[src/rtl/ram_line_initiator_if.sv]
// Host-side and RAM-side signal bundle for the line RAM initiator.
// master: the initiator itself. slave: the host plus the RAM it drives.
interface ram_line_initiator_if #(
    parameter int WORD_W = 32,
    parameter int LINE_W = 256,
    parameter int ADDR_W = 4
);
    // command channel
    logic              cmd_valid;
    logic              cmd_ready;
    logic              cmd_write;
    logic [ADDR_W-1:0] cmd_addr;
    // host write word stream
    logic              wr_valid;
    logic              wr_ready;
    logic [WORD_W-1:0] wr_word;
    // host read word stream
    logic              rd_valid;
    logic              rd_ready;
    logic [WORD_W-1:0] rd_word;
    // line RAM port (combinational read)
    logic [ADDR_W-1:0] ram_addr;
    logic [LINE_W-1:0] ram_data;
    logic              ram_we;
    logic [LINE_W-1:0] ram_q;
    // command completion pulse
    logic              done;

    modport master (
        input  cmd_valid, cmd_write, cmd_addr,
        output cmd_ready,
        input  wr_valid, wr_word,
        output wr_ready,
        output rd_valid, rd_word,
        input  rd_ready,
        output ram_addr, ram_data, ram_we,
        input  ram_q,
        output done
    );

    modport slave (
        output cmd_valid, cmd_write, cmd_addr,
        input  cmd_ready,
        output wr_valid, wr_word,
        input  wr_ready,
        input  rd_valid, rd_word,
        output rd_ready,
        input  ram_addr, ram_data, ram_we,
        output ram_q,
        input  done
    );
endinterface

[src/rtl/ram_line_initiator.sv]
// Line RAM initiator: packs host words into 256-bit lines for a single-cycle
// RAM write, and fetches a line and streams it back out word by word.
module ram_line_initiator #(
    parameter int WORD_W = 32,
    parameter int LINE_W = 256,
    parameter int WORDS  = 8,
    parameter int ADDR_W = 4
) (
    input  logic                clk,
    input  logic                rst,
    ram_line_initiator_if.master bus
);
    localparam int CNT_W = $clog2(WORDS);

    localparam logic [2:0] S_IDLE  = 3'd0;
    localparam logic [2:0] S_FILL  = 3'd1;
    localparam logic [2:0] S_WRITE = 3'd2;
    localparam logic [2:0] S_READ  = 3'd3;
    localparam logic [2:0] S_DRAIN = 3'd4;

    logic [2:0]        state;
    logic [CNT_W-1:0]  cnt;
    logic [ADDR_W-1:0] addr_reg;
    logic [LINE_W-1:0] pack;       // line being assembled during FILL
    logic [LINE_W-1:0] pack_next;
    logic [LINE_W-1:0] line_q;     // last complete line, drives ram_data
    logic [LINE_W-1:0] shift;      // captured read line, word 0 at the bottom
    logic              done_r;
    logic              last;

    assign last = (cnt == CNT_W'(WORDS - 1));

    // Drop the incoming word into its slot; the full line is taken from here
    // on the last handshake so ram_data only changes when a line is complete.
    always_comb begin
        pack_next = pack;
        for (int i = 0; i < WORDS; i++) begin
            if (cnt == CNT_W'(i)) pack_next[i*WORD_W +: WORD_W] = bus.wr_word;
        end
    end

    // Control FSM plus the pack/shift datapath.
    always_ff @(posedge clk or negedge rst) begin
        if (!rst) begin
            state    <= S_IDLE;
            cnt      <= '0;
            addr_reg <= '0;
            pack     <= '0;
            line_q   <= '0;
            shift    <= '0;
            done_r   <= 1'b0;
        end else begin
            done_r <= 1'b0;
            case (state)
                S_IDLE: begin
                    if (bus.cmd_valid) begin
                        addr_reg <= bus.cmd_addr;
                        cnt      <= '0;
                        state    <= bus.cmd_write ? S_FILL : S_READ;
                    end
                end
                S_FILL: begin
                    if (bus.wr_valid) begin
                        pack <= pack_next;
                        if (last) begin
                            line_q <= pack_next;
                            cnt    <= '0;
                            state  <= S_WRITE;
                        end else begin
                            cnt <= cnt + 1'b1;
                        end
                    end
                end
                S_WRITE: begin
                    done_r <= 1'b1;
                    state  <= S_IDLE;
                end
                S_READ: begin
                    shift <= bus.ram_q;
                    cnt   <= '0;
                    state <= S_DRAIN;
                end
                S_DRAIN: begin
                    if (bus.rd_ready) begin
                        shift <= shift >> WORD_W;
                        if (last) begin
                            cnt    <= '0;
                            done_r <= 1'b1;
                            state  <= S_IDLE;
                        end else begin
                            cnt <= cnt + 1'b1;
                        end
                    end
                end
                default: state <= S_IDLE;
            endcase
        end
    end

    assign bus.cmd_ready = (state == S_IDLE);
    assign bus.wr_ready  = (state == S_FILL);
    assign bus.rd_valid  = (state == S_DRAIN);
    assign bus.rd_word   = shift[WORD_W-1:0];
    assign bus.ram_addr  = addr_reg;
    assign bus.ram_data  = line_q;
    assign bus.ram_we    = (state == S_WRITE);
    assign bus.done      = done_r;
endmodule
[src/flat_wrapper.sv]
// flat-port wrapper written by rule: the top's interface ports become plain ports
module ram_line_initiator_flat 
#(
    parameter int WORD_W = 32,
    parameter int LINE_W = 256,
    parameter int WORDS  = 8,
    parameter int ADDR_W = 4
)
  (clk, rst, bus_cmd_valid, bus_cmd_write, bus_cmd_addr, bus_cmd_ready, bus_wr_valid, bus_wr_word, bus_wr_ready, bus_rd_valid, bus_rd_word, bus_rd_ready, bus_ram_addr, bus_ram_data, bus_ram_we, bus_ram_q, bus_done);
  ram_line_initiator_if #(.WORD_W(WORD_W), .LINE_W(LINE_W), .ADDR_W(ADDR_W)) bus_i ();
  input  logic clk;
  input  logic rst;
  input wire logic [$bits(bus_i.cmd_valid)-1:0] bus_cmd_valid;
  input wire logic [$bits(bus_i.cmd_write)-1:0] bus_cmd_write;
  input wire logic [$bits(bus_i.cmd_addr)-1:0] bus_cmd_addr;
  output wire logic [$bits(bus_i.cmd_ready)-1:0] bus_cmd_ready;
  input wire logic [$bits(bus_i.wr_valid)-1:0] bus_wr_valid;
  input wire logic [$bits(bus_i.wr_word)-1:0] bus_wr_word;
  output wire logic [$bits(bus_i.wr_ready)-1:0] bus_wr_ready;
  output wire logic [$bits(bus_i.rd_valid)-1:0] bus_rd_valid;
  output wire logic [$bits(bus_i.rd_word)-1:0] bus_rd_word;
  input wire logic [$bits(bus_i.rd_ready)-1:0] bus_rd_ready;
  output wire logic [$bits(bus_i.ram_addr)-1:0] bus_ram_addr;
  output wire logic [$bits(bus_i.ram_data)-1:0] bus_ram_data;
  output wire logic [$bits(bus_i.ram_we)-1:0] bus_ram_we;
  input wire logic [$bits(bus_i.ram_q)-1:0] bus_ram_q;
  output wire logic [$bits(bus_i.done)-1:0] bus_done;
  assign bus_i.cmd_valid = bus_cmd_valid;
  assign bus_i.cmd_write = bus_cmd_write;
  assign bus_i.cmd_addr = bus_cmd_addr;
  assign bus_cmd_ready = bus_i.cmd_ready;
  assign bus_i.wr_valid = bus_wr_valid;
  assign bus_i.wr_word = bus_wr_word;
  assign bus_wr_ready = bus_i.wr_ready;
  assign bus_rd_valid = bus_i.rd_valid;
  assign bus_rd_word = bus_i.rd_word;
  assign bus_i.rd_ready = bus_rd_ready;
  assign bus_ram_addr = bus_i.ram_addr;
  assign bus_ram_data = bus_i.ram_data;
  assign bus_ram_we = bus_i.ram_we;
  assign bus_i.ram_q = bus_ram_q;
  assign bus_done = bus_i.done;
  ram_line_initiator #(.WORD_W(WORD_W), .LINE_W(LINE_W), .WORDS(WORDS), .ADDR_W(ADDR_W)) u_core (.clk(clk), .rst(rst), .bus(bus_i));
endmodule
[config.mk]
export PLATFORM = sky130hd
export DESIGN_NAME = ram_line_initiator_flat
export DESIGN_NICKNAME = d
export VERILOG_FILES = /design/src/rtl/ram_line_initiator_if.sv /design/src/rtl/ram_line_initiator.sv /design/src/flat_wrapper.sv
export SDC_FILE = /design/constraint.sdc
export NUM_CORES = 1
export LEC_CHECK = 0
export ABC_AREA = 0
export ABC_CLOCK_PERIOD_IN_PS = 1750
export CORE_MARGIN = 2
export CORE_UTILIZATION = 48
export CTS_CLUSTER_SIZE = 14
export DETAILED_ROUTE_END_ITERATION = 12
export PLACE_DENSITY = 0.84
export SLEW_MARGIN = 20
export SYNTH_ARGS = -nofsm -noshare
export SYNTH_HDL_FRONTEND = slang
export SYNTH_SLANG_ARGS = --single-unit
[constraint.sdc]
create_clock -name clk -period 1.75 [get_ports clk]
set_input_delay 0.35 -clock clk [delete_from_list [all_inputs] [get_ports clk]]
set_output_delay 0.35 -clock clk [all_outputs]
set_load 0.005 [all_outputs]
# Word level (Yosys, flattened, before mapping)

Index checks and enable logic that the tools add are counted.

Flip-flop bits (word level): 779
Output and inout port bits: 297
Word-level logic and storage cells: 59

Add/subtract/negate cells: 1
Equal/unequal tests: 16
Mux-type cells: 25
Reductions and logical operators: 10

Operators by type and width:

| cell                  | number |
|---|---|
| $pmux W256 S2         | 1 |
| $mux W256             | 1 |
| $mux W32              | 8 |
| $mux W3               | 9 |
| $pmux W3 S4           | 2 |
| $eq A3 B3 Y1 const B  | 5 |
| $eq A3 B2 Y1 const B  | 4 |
| $eq A3 B1 Y1 const B  | 2 |
| $logic_not A3 Y1      | 2 |
| $ne A2 B1 Y1 const B  | 3 |
| $reduce_and A2 Y1     | 3 |
| $reduce_and A5 Y1     | 1 |
| $ne A2 B2 Y1 const B  | 2 |
| $reduce_and A4 Y1     | 1 |
| $reduce_bool A4 Y1    | 1 |
| $add A3 B1 Y3 const B | 1 |
| $reduce_and A3 Y1     | 1 |
| $mux W1               | 2 |
| $mux W2               | 1 |
| $pmux W1 S2           | 1 |
| $reduce_bool A2 Y1    | 1 |

# Depth between registers and ports, before layout

Word-level depth: 4
Mapped depth: 8
Depth with buffers taken out: 5

# Least setup slack after synthesis

OpenSTA, ideal clock, no wires.

Path kind: reg-to-reg
Start point: register u_core.state[1]
End point: register u_core.shift[151]
Library setup time: 0.125 ns
Data arrival time: 1.747 ns
Data required time: 1.625 ns
Setup slack: -0.121 ns
Cell stages (with the launch flop): 7
Clock period less this slack: 1.871 ns
Cells stage by stage: dfrtp_1 nor3b_2 buf_2 buf_6 buf_6 mux2_2 mux2_2

Cells in the longest elaborated chain, start to end: 3
Elaborated cells between the ends (all ways): 6
Classes of those cells: eq/ne (3); mux (1); reduce/logical (2)

Ends and longest elaborated chain:

| what                                                                | RTL line                 | text |
|---|---|---|
| start, declared                                                     | ram_line_initiator.sv:21 | `logic [2:0] state;` |
| start signal, assigned                                              | ram_line_initiator.sv:59 | `state <= bus.cmd_write ? S_FILL : S_READ;` |
| $eq A3 B3 Y1 or $eq A3 B2 Y1 (tied branches)                        | ram_line_initiator.sv:54 | `case (state)` |
| $ne A2 B1 Y1 (no source line) or $reduce_bool A2 Y1 (tied branches) | --                       |  |
| $reduce_and A2 Y1 (no source line)                                  | --                       |  |
| end signal, assigned                                                | ram_line_initiator.sv:79 | `shift <= bus.ram_q;` |
| end signal, assigned                                                | ram_line_initiator.sv:85 | `shift <= shift >> WORD_W;` |
| end, declared                                                       | ram_line_initiator.sv:27 | `logic [LINE_W-1:0] shift;` |

Parallel ways exist; a longest one is shown, timed or not.
A chain may end at the register's enable or synchronous reset.

# Worst setup path after layout

Start point: register u_core.state[2]
End point: register u_core.shift[42]

The elaborated chain is that of the path after synthesis.

==> impl_metrics.ini <==
[yosys]
ys_types = 38
yosysWarnings = 0
synth.avg_cell_area_um2 = 13.6
yosys.area_share.adder_pct = 0.248
syn_nets = 2910
synth_top_area_share_pct = 55.2
ys_top_cells_by_area = dfrtp_1 (55%), mux2_2 (14%), mux2i_1 (7.3%)
synth_compound_area_share_pct = 8.21
synth-simple-area-share_pct = 0.698
synth_seq_cells = 779
synth_seq_area_share_pct = 55.2
yosys.area.top_type = dfrtp_1
synthesis.area_mm2 = 0.0353
synthMuxAreaShare_pct = 30.9
synth_cells = 2605
synth_xor_area_share_pct = 0.0248
synth_top_family_by_area = multiplexers

[critical_path]
slowest_delay_ns = 0.39
cp-start-kind = register
cp-end-kind = register
crit_slowest_cell = dfrtp_1
cp.arrival_ns = 2.54
cp_max_fo = 28
path_cells = nor3b_4 > buf_12 > buf_16 > a21oi_4 > buf_12 > buf_16 > mux2_1
crit_type = register to register
crit_required_ns = 2.24

[final_layout]
final_common_cell = dfrtp_1
finalNetCount = 3608
design_area_mm2 = 0.0478
area_growth_pct = 35.3
drive_above_1_share_pct = 30.0
most-common-layout-cells = dfrtp_1 (772), clkdlybuf4s50_1 (503), a21oi_1 (492), mux2_2 (394), mux2i_1 (259)

[grt]
overflow = 0
grt_pass1_vias = 26700
antenna_found_initial = 8
grt_max_degree = 130
grt_use_total_pct = 28.5
grt_pass1_wl_um = 164000

[clocking]
cts-root-buf = clkbuf_16
cts_buffers = 81
clock-sinks = 779
clk_path_buf_depth = 3
clk_pin_slew_worst_paths_ns = 0.07
cts_tree = built
clk_latency_ns = 0.63
cts_max_level = 3

[sta]
max_clock_freq_ghz = 0.488
worst_slack_ns = -0.298
tightest_slew_ns = 0.684
slew_headroom_pct = 54.4
maxSlewViolCount = 0
finalSetupViolCount = 978
min_period_over_period_pct = 117
rsz0062_at_grt = true
fin_skew_ns = 0.0304
hold_viol_final = 0
fin_crit_ns = 2.05

[power]
p_leak_uw = 0.0222
peakVddDrop_uv = 1090
p_per_area_mw_per_mm2 = 1690

[floorplan]
io_pins = 595
row_count = 99
die_h_um = 275
fp.dieW_um = 275
start_util_pct = 48.4
coreArea_mm2 = 0.0730
dieArea_mm2 = 0.0758

[detailed_routing]
antenna_left = 0
via_count = 25200
drc_errors = 0
route.final.wire_length_um = 112000
routedWlPerCell_um = 25.8
drtIter0Drc = 2060
vias_per_cell = 5.83
drtPass1Iterations = 7

[place]
gp_congestion = 0.832
dp_hpwl_um = 72900
place_ws_ns = -0.425
port_buffers = 594
placed_area_mm2 = 0.0439

[outcome]
status = finished, violations left
violations = negative setup slack

[job]
drv_cap = 0

[worst_hold_path]
hold_path.class = primary input to async pin
cells in the mapped netlist, drive strengths merged:
cell	count
dfrtp	779
mux2	709
a21oi	513
mux2i	259
buf	192
clkbuf	73
a22o	32
ha	7
nand2	7
nand3	5
inv	3
nand2b	3
nor3	3
nor3b	3
a31oi	2
and2	2
nor2	2
a21o	1
a31o	1
and3b	1
and4bb	1
nor2b	1
nor4b	1
o21ai	1
o32ai	1
or4	1
or4b	1
xnor2	1
worst max-delay path, delay by kind of cell (launching register included):
kind	cells	cell delay (ns)
buffers and inverters	4	0.75
multiplexers	1	0.37
AO/OA/AOI/OAI	1	0.20
AND/OR/NAND/NOR	1	0.17
flip-flops	1	0.39
registers in the layout, indices dropped and copies added, names as in the netlist:
register and count:
u_core.bus.ram_data 256, u_core.pack 256, u_core.shift 256, u_core.bus.ram_addr 4
u_core.cnt 3, u_core.state 3, u_core.bus.done 1
layer usage:
layer | wire length [um] | part of all wire, % | global-route usage [%]
met1 | 43000 | 39 | 35.4
met2 | 54900 | 49 | 48.0
met5 | 62 | 0.056 | 0
met4 | 4160 | 3.7 | 11.2
met3 | 9450 | 8.5 | 6.76
logic make-up (layout without fill, tap and decap cells):
| logic type | after synthesis | in the layout |
|---|---|---|
| compound gates | 551 | 551 |
| xor+xnor | 1 | 1 |
| simple gates | 31 | 31 |
| fa+ha+maj | 7 | 7 |
| flops | 779 | 779 |
| other cells | 0 | 1 |
| mux | 968 | 968 |
| buf+inv | 268 | 1028 |
per-stage QoR:
step | total power (uW) | std cells | util, % | TNS (ns) | hold WS, ns
after detailed placement | 61100 | 4116 | 60.1 | -197.85 | 0.198
final | 80600 | 4325 | 65.5 | -154.30 | 0.149
after global placement | 59900 | 4116 | 60.1 | -189.12 | 0.200
after floorplan | 46100 | 2605 | - | -7.91 | 0.0544
after global routing | 84400 | 4324 | 65.5 | -203.86 | 0.145
after CTS | 79900 | 4303 | 65.0 | -172.75 | 0.117
cell type report:
type                       count  area [um^2]
multi-input combinational   1558        14500
tap                          959         1200
sequential                   779        19500
inverter                       3         11.3
fill                        5003        25200
timing repair buffer         880         9840
antenna                        1         2.50
clock buffer                 118         2350
clock inverter                27          359
worst paths after layout:
path                                               start  slack, ns  cells past startpoint                                 end
setup / recovery             u_core.state[2]$_DFFE_PN0P_      -0.30                      7        u_core.shift[42]$_DFFE_PN0P_
hold / removal                                       rst       0.15                      2        u_core.pack[173]$_DFFE_PN0P_
setup reg to reg             u_core.state[2]$_DFFE_PN0P_      -0.30                      7        u_core.shift[42]$_DFFE_PN0P_
hold reg to reg            u_core.shift[219]$_DFFE_PN0P_       0.49                      1       u_core.shift[219]$_DFFE_PN0P_
max in group asynchronous                            rst       0.71                      4       u_core.shift[162]$_DFFE_PN0P_
min in group clk                         bus_cmd_addr[2]       0.33                      2  u_core.bus.ram_addr[2]$_DFFE_PN0P_
power by group:
part	switching (uW)	total (uW)	leakage (uW)	internal (uW)
combinational	12500	29800	0.0112	17300
sequential	6390	33100	0.00968	26700
clock	7420	17700	0.00132	10200
total	26300	80600	0.0222	54300
what timing repair did:
item | CTS | global route
endpoints found under the hold margin | 324 | 0
pin swaps | 2 | 3
buffers inserted | 29 | 15
gates resized for setup | 193 | 33
cloned | 13 | 6
hold buffers | 1 | 0
setup endpoints to repair | 1046 | 987
Power figures use the tool's default switching activity.
